[src/rtl/pixel_readout_pkg.sv]
// rtl/pixel_readout_pkg.sv - shared constants and types for the pixel readout block
package pixel_readout_pkg;

    localparam int DEF_DW  = 8;
    localparam int DEF_NCH = 4;
    localparam int DEF_FCW = 16;

    typedef enum logic [1:0] {
        IDLE    = 2'd0,
        CAPTURE = 2'd1,
        DRAIN   = 2'd2
    } rd_state_t;

    typedef logic [DEF_DW-1:0] pix_t;
    typedef pix_t pix_bus_t [DEF_NCH];

endpackage

[src/rtl/pixel_readout_ramp_counter.sv]
// rtl/pixel_readout_ramp_counter.sv - saturating ADC reference ramp counter
module ramp_counter
    import pixel_readout_pkg::*;
#(
    parameter int DW = DEF_DW
) (
    input  logic          clk,
    input  logic          reset,
    input  logic          convert,
    output logic [DW-1:0] cnt,
    output logic          sat
);

    localparam logic [DW-1:0] RAMP_MAX = {DW{1'b1}};

    // Count up while converting, park at full scale, restart from zero otherwise
    always_ff @(posedge clk or posedge reset) begin
        if (reset) begin
            cnt <= '0;
        end else if (!convert) begin
            cnt <= '0;
        end else if (cnt != RAMP_MAX) begin
            cnt <= cnt + DW'(1);
        end
    end

    // Saturation is simply the counter sitting at full scale
    assign sat = (cnt == RAMP_MAX);

endmodule

[src/rtl/pixel_readout.sv]
// rtl/pixel_readout.sv - host end of the pixel-array data bus: ramp drive, capture, stream out
module pixel_readout
    import pixel_readout_pkg::*;
#(
    parameter int DW  = DEF_DW,
    parameter int NCH = DEF_NCH,
    parameter int FCW = DEF_FCW
) (
    input  logic              clk,
    input  logic              reset,
    input  logic              convert,
    input  logic              read,
    input  logic [NCH*DW-1:0] pix_in,
    output logic [DW-1:0]     bus_out,
    output logic              bus_oe,
    output logic              ramp_en,
    output logic              ramp_sat,
    output logic [DW-1:0]     out_data,
    output logic [1:0]        out_ch,
    output logic              out_last,
    output logic              out_valid,
    input  logic              out_ready,
    output logic [FCW-1:0]    frame_cnt,
    output logic              overrun,
    output logic              proto_err
);

    localparam logic [1:0] LAST_CH = 2'(NCH - 1);

    rd_state_t     state;
    logic [DW-1:0] cap_buf [NCH];
    logic [1:0]    idx;
    logic [1:0]    idx_nxt;
    // Set when read is seen high during a drain; blocks capture until read drops
    logic          rd_block;

    assign idx_nxt = idx + 2'd1;

    ramp_counter #(.DW(DW)) u_ramp (
        .clk     (clk),
        .reset   (reset),
        .convert (convert),
        .cnt     (bus_out),
        .sat     (ramp_sat)
    );

    // Buses are released in the very cycle read rises; the analog ramp gate follows convert
    assign bus_oe  = ~read;
    assign ramp_en = convert;

    // Capture/drain FSM with registered stream outputs and sticky error flags
    always_ff @(posedge clk or posedge reset) begin
        if (reset) begin
            state     <= IDLE;
            idx       <= '0;
            rd_block  <= 1'b0;
            frame_cnt <= '0;
            overrun   <= 1'b0;
            proto_err <= 1'b0;
            out_valid <= 1'b0;
            out_data  <= '0;
            out_ch    <= '0;
            out_last  <= 1'b0;
            for (int c = 0; c < NCH; c++) begin
                cap_buf[c] <= '0;
            end
        end else begin
            if (convert && read) begin
                proto_err <= 1'b1;
            end
            if (!read) begin
                rd_block <= 1'b0;
            end
            case (state)
                IDLE: begin
                    if (read && !rd_block) begin
                        for (int c = 0; c < NCH; c++) begin
                            cap_buf[c] <= pix_in[c*DW +: DW];
                        end
                        state <= CAPTURE;
                    end
                end
                CAPTURE: begin
                    if (read) begin
                        // Keep resampling so the value present on the last read cycle wins
                        for (int c = 0; c < NCH; c++) begin
                            cap_buf[c] <= pix_in[c*DW +: DW];
                        end
                    end else begin
                        frame_cnt <= frame_cnt + FCW'(1);
                        idx       <= '0;
                        state     <= DRAIN;
                        out_valid <= 1'b1;
                        out_data  <= cap_buf[0];
                        out_ch    <= '0;
                        out_last  <= (LAST_CH == 2'd0);
                    end
                end
                DRAIN: begin
                    if (read) begin
                        // Buffer is busy: the incoming frame is dropped
                        overrun  <= 1'b1;
                        rd_block <= 1'b1;
                    end
                    if (out_ready) begin
                        if (idx == LAST_CH) begin
                            state     <= IDLE;
                            out_valid <= 1'b0;
                            out_data  <= '0;
                            out_ch    <= '0;
                            out_last  <= 1'b0;
                        end else begin
                            idx      <= idx_nxt;
                            out_data <= cap_buf[idx_nxt];
                            out_ch   <= idx_nxt;
                            out_last <= (idx_nxt == LAST_CH);
                        end
                    end
                end
                default: state <= IDLE;
            endcase
        end
    end

endmodule

[config.mk]
export PLATFORM = sky130hd
export DESIGN_NAME = pixel_readout
export DESIGN_NICKNAME = d
export VERILOG_FILES = /design/src/rtl/pixel_readout_pkg.sv /design/src/rtl/pixel_readout_ramp_counter.sv /design/src/rtl/pixel_readout.sv
export SDC_FILE = /design/constraint.sdc
export NUM_CORES = 1
export LEC_CHECK = 0
export BUFFER_PORTS_ARGS = -buffer_cell sky130_fd_sc_hd__buf_2
export CAP_MARGIN = 20
export CORE_ASPECT_RATIO = 0.6
export CORE_MARGIN = 2
export CORE_UTILIZATION = 35
export DETAILED_ROUTE_END_ITERATION = 8
export GPL_TIMING_DRIVEN = 0
export HOLD_SLACK_MARGIN = 0.02
export PLACE_DENSITY = 0.63
export SLEW_MARGIN = 20
export SYNTH_ARGS = -nofsm -noshare
export SYNTH_HDL_FRONTEND = slang
export SYNTH_SLANG_ARGS = --single-unit
[constraint.sdc]
create_clock -name clk -period 4.1 [get_ports clk]
set_input_delay 1.025 -clock clk [delete_from_list [all_inputs] [get_ports clk]]
set_output_delay 1.025 -clock clk [all_outputs]
set_load 0.01 [all_outputs]
; Word-level counts from Yosys, hierarchy flattened
; Cells that the tools add are included.
[totals]
inputBits = 37
word_cells = 82
out_inout_bits = 41
ff_bits = 75
[classes]
n_addsub = 3
magnitude_cmp = 1
n_bitwise = 2
muxes = 35
reduce_logical = 13
eq_ne = 13
[ops]
columns = cell, n
row1 = 32-bit two-way mux, 2
row2 = 32-bit one-hot mux with 2 select lines, 1
row3 = 8-bit two-way mux, 7
row4 = 2-bit two-way mux, 9
row5 = 16-bit by 1-bit adder with 16-bit output (second input constant), 1
row6 = 8-bit binary-select mux with 2-bit select, 1
row7 = 8-bit one-hot mux with 2 select lines, 1
row8 = 2-bit != test (second input constant), 6
row9 = 4-bit AND reduction, 3
row10 = 1-bit two-way mux, 9
row11 = 8-bit by 1-bit adder with 8-bit output (second input constant), 1
row12 = 8-bit equality test (second input constant), 1
row13 = 8-bit != test (second input constant), 1
row14 = 2-bit one-hot mux with 2 select lines, 2
row15 = 2-bit equality test (second input constant), 3
row16 = 2-bit one-hot mux with 3 select lines, 1
row17 = 3-bit AND reduction, 2
row18 = 1-bit one-hot mux with 2 select lines, 2
row19 = 2-bit AND reduction, 2
row20 = 2-bit nonzero test, 2
row21 = 3-bit >= comparator (second input constant), 1
row22 = 2-bit NOT with 3-bit output, 1
row23 = 2-bit by 1-bit adder with 2-bit output (second input constant), 1
row24 = 2-bit by 1-bit equality test with 1-bit output (second input constant), 1
row25 = 5 further kinds, 6

; Depth between registers and ports, before layout
[depth]
depth_word = 8
depth_mapped = 7
mapped_depth_nobuf = 5

; By module
; From an unflattened synthesis, not the netlist that was laid out.
[hier_totals]
hier_cells = 269
hier_area_um2 = 3453.3
[by_module_without_submodules]
columns = mod, n_inst, cells_per_inst, area_each_um2, seq_area_each_um2
row1 = pixel_readout, 1, 223, 3012.9, 1676.6
row2 = ramp_counter, 1, 46, 440.4, 200.2

; Worst setup path after synthesis
; No wires, ideal clock.
[synth_timing]
kind = register to output
startpoint = register u_ramp.cnt[0]
endpoint = output ramp_sat
t_required_ns = 3.075
path_stages_with_launch = 4
setup_slack_ns = 1.894
arrival_time_ns = 1.181
path_buffers = 0
cell_sequence = dfrtp_1 -> ha_1 -> nand4_1 -> nor2_1
[synth_via]
elab_chain_cells = 1
[synth_lines]
columns = element, line_no
row1 = start: declaration, pixel_readout_ramp_counter.sv:10  ; output logic [DW-1:0] cnt,
row2 = start signal: assignment, pixel_readout_ramp_counter.sv:23  ; cnt <= cnt + DW'(1);
row3 = 8-bit equality test, pixel_readout_ramp_counter.sv:28  ; assign sat = (cnt == RAMP_MAX);
row4 = end: declaration, pixel_readout.sv:17  ; output logic ramp_sat,
; No other way between the ends.

; Worst setup path in the final report
; Same ends and word-level chain as after synthesis.

==> flow_summary.json <==
{
  "status": "completed",
  "synth_ff_type": "dfrtp_1",
  "arrival_ns": 1.87,
  "place.gp.congestion": 0.780,
  "synth_common_cells": "75 x dfrtp_1, 22 x mux2_2, 17 x nand2_1, 17 x nor2_1, 13 x xnor2_1",
  "hold_path_class": "reg -> reg",
  "root_buffer": "clkbuf_16",
  "critPathMaxFanout": 5,
  "timing.setup.tns_ns": 0,
  "die-area_um2": 10300,
  "post-dp-hpwl_um": 5100,
  "row_count": 27,
  "nets": 386,
  "die_w_um": 130,
  "synth_edf_count": 0,
  "drive_above_1_share_pct": 40.4,
  "layout_setup_ws_ns": 1.21,
  "yosysMostFrequentCell": "dfrtp_1",
  "cts_tree": "built",
  "cts_sinks": 75,
  "synth_cell_types": 39,
  "wirelength_um": 7070,
  "clk_latency_ns": 0.33,
  "p_leak_nw": 1.94,
  "grt_pass1_wl_um": 11700,
  "ys_ff_latch": 75,
  "firstDrtPassIters": 4,
  "grt_setup_unrepaired": "no",
  "drtAntennaViolNets": 0,
  "viasPerCell": 4.81,
  "coreArea_um2": 9190,
  "cts-htree-levels": 3,
  "seq_area_frac_synth_pct": 56.6,
  "clk_path_buf_depth": 2,
  "maxSlewHeadroom_pct": 55.7,
  "start_kind": "flip-flop",
  "preCtsSetupSlack_ns": 1.61,
  "maxCapViolCount": 0,
  "worst_pin_slew_ns": 0.662,
  "port_buffers": 77,
  "hold_violations": 0,
  "start_util_pct": 36.1,
  "yosysWarningCount": 0,
  "power.total_mw": 2.72,
  "die_h_um": 79.4,
  "syn_nets": 297,
  "grt_use_total_pct": 15.1,
  "drc": 0,
  "cts_hold_buf": 0,
  "whs_ns": 0.449,
  "n_antenna_cell": 0,
  "hold_depth": 1,
  "netlist.area_leader.share_pct": 56.6,
  "async_flop_share_pct": 100,
  "grt_max_degree": 57,
  "slowest_delay_ns": 0.44,
  "setup_violations": 0,
  "clk_pin_slew_ns": 0.05,
  "grt_pass1_vias": 2258,
  "cts_buffers": 9,
  "num_io_pins": 78,
  "endpoint_kind": "primary output",
  "fin_skew_ns": 0.00742,
  "cp_slowest_cell": "dfrtp_1",
  "cts_resized": 0,
  "syn_area_um2": 3320,
  "crit_type": "reg -> out",
  "wl_per_cell_um": 14.8,
  "crit_chain": "ha_1 -> nand4_1 -> nor2_1 -> buf_2",
  "synthTopCellsByArea": "dfrtp_1 57%, mux2_2 7.5%, mux4_2 5.4%",
  "rr_worst_depth": 7,
  "num_vias": 2304,
  "post_cts_buffers": 0,
  "period_needed_ns": 2.89,
  "syn_inst": 256,
  "synth_top_area_cell": "dfrtp_1",
  "antenna_found_initial": 0,
  "drv_slew": 0,
  "power.density_nw_per_um2": 654,
  "grt-ovfl-total": 0,
  "area_growth_pct": 25.3,
  "crit_required_ns": 3.07,
  "drt_iter0_drc": 117,
  "irDropWorstVdd_mv": 0.307,
  "syn_avg_cell_area_um2": 13.0,
  "finalCritPeriodShare_pct": 70.5,
  "fmax_mhz": 346
}
flip-flops by register name (all words and copies together) (netlist names):
signal,flops
cap_buf,32
rd_block,1
state,2
frame_cnt,16
proto_err,1
out_last,1
out_data,8
u_ramp.cnt,8
out_ch,2
out_valid,1
overrun,1
idx,2
layer usage:
metal	part of all wire, %	GRT usage (%)	vias up
met5	0	0	-
met4	0.96	4.19	0
met3	7.6	6.17	8
met2	41	21.0	73
met1	51	21.5	1127
li1	-	-	1096
critical path: cells and delay by family, from the launching register on:
| family | cells | cell delay [ns] |
|---|---|---|
| buffers and inverters | 1 | 0.21 |
| flip-flops | 1 | 0.44 |
| AND/OR/NAND/NOR | 2 | 0.64 |
| adder cells (fa/ha/maj) | 1 | 0.24 |
path summary, 6_finish.rpt:
check / from / end / slack (ns)
setup / recovery: u_ramp.cnt[0]$_DFFE_PP0P_ / ramp_sat / 1.21
max in group asynchronous: reset / frame_cnt[2]$_DFFE_PP0P_ / 2.91
setup reg to reg: idx[0]$_DFFE_PP0P_ / out_data[2]$_DFFE_PP0P_ / 1.83
min in group asynchronous: reset / cap_buf[15]$_DFFE_PP0P_ / 0.64
hold / removal: proto_err$_DFFE_PP0P_ / proto_err$_DFFE_PP0P_ / 0.45
hold reg to reg: proto_err$_DFFE_PP0P_ / proto_err$_DFFE_PP0P_ / 0.45
through the flow:
step | util (%) | cell area, um2 | instances
floorplan | - | 3320 | 256
global placement | 42.1 | 3870 | 463
detailed placement | 42.4 | 3900 | 464
CTS | 45.2 | 4160 | 479
global route | 45.2 | 4160 | 479
finish | 45.2 | 4160 | 479
logic make-up after synthesis:
| group | Yosys count | synth area share [%] |
|---|---|---|
| AOI/OAI and AO/OA | 30 | 6.90 |
| and+or+nand+nor | 66 | 9.84 |
| DFF | 75 | 56.6 |
| buffers and inverters | 21 | 3.47 |
| adders and majority gates | 4 | 1.51 |
| xor gates and xnor gates | 17 | 4.49 |
| muxes | 43 | 17.2 |
cell usage in the layout (no fill, tap or decap), drive strengths merged, types with 5 or more instances in the layout:
| cell type | synthesis | layout |
|---|---|---|
| clkbuf | 0 | 12 |
| dfrtp | 75 | 75 |
| o21ai | 5 | 5 |
| nand4 | 5 | 5 |
| a221oi | 5 | 5 |
| inv | 8 | 8 |
| xnor2 | 13 | 13 |
| mux4 | 8 | 8 |
| buf | 13 | 91 |
| nand3 | 12 | 12 |
| nand2 | 17 | 17 |
| nor2 | 17 | 17 |
| mux2 | 33 | 33 |
area by class of cell:
class	count	area, um2
clock inverters	3	15.0
clock buffers	12	246
inverters	8	32.5
repair buffers	78	413
well taps	130	163
plain buffers	13	85.1
flip-flops and latches	75	1880
multi-input cells	160	1330
fillers	851	5030
power breakdown:
group	leakage (nW)	internal, mW	switching [mW]	total, mW
Clock	0.132	0.419	0.281	0.701
Sequential	0.925	0.994	0.173	1.17
Combinational	0.884	0.457	0.393	0.850
Total	1.94	1.87	0.847	2.72
No activity file was read; power rests on OpenSTA's default activity.
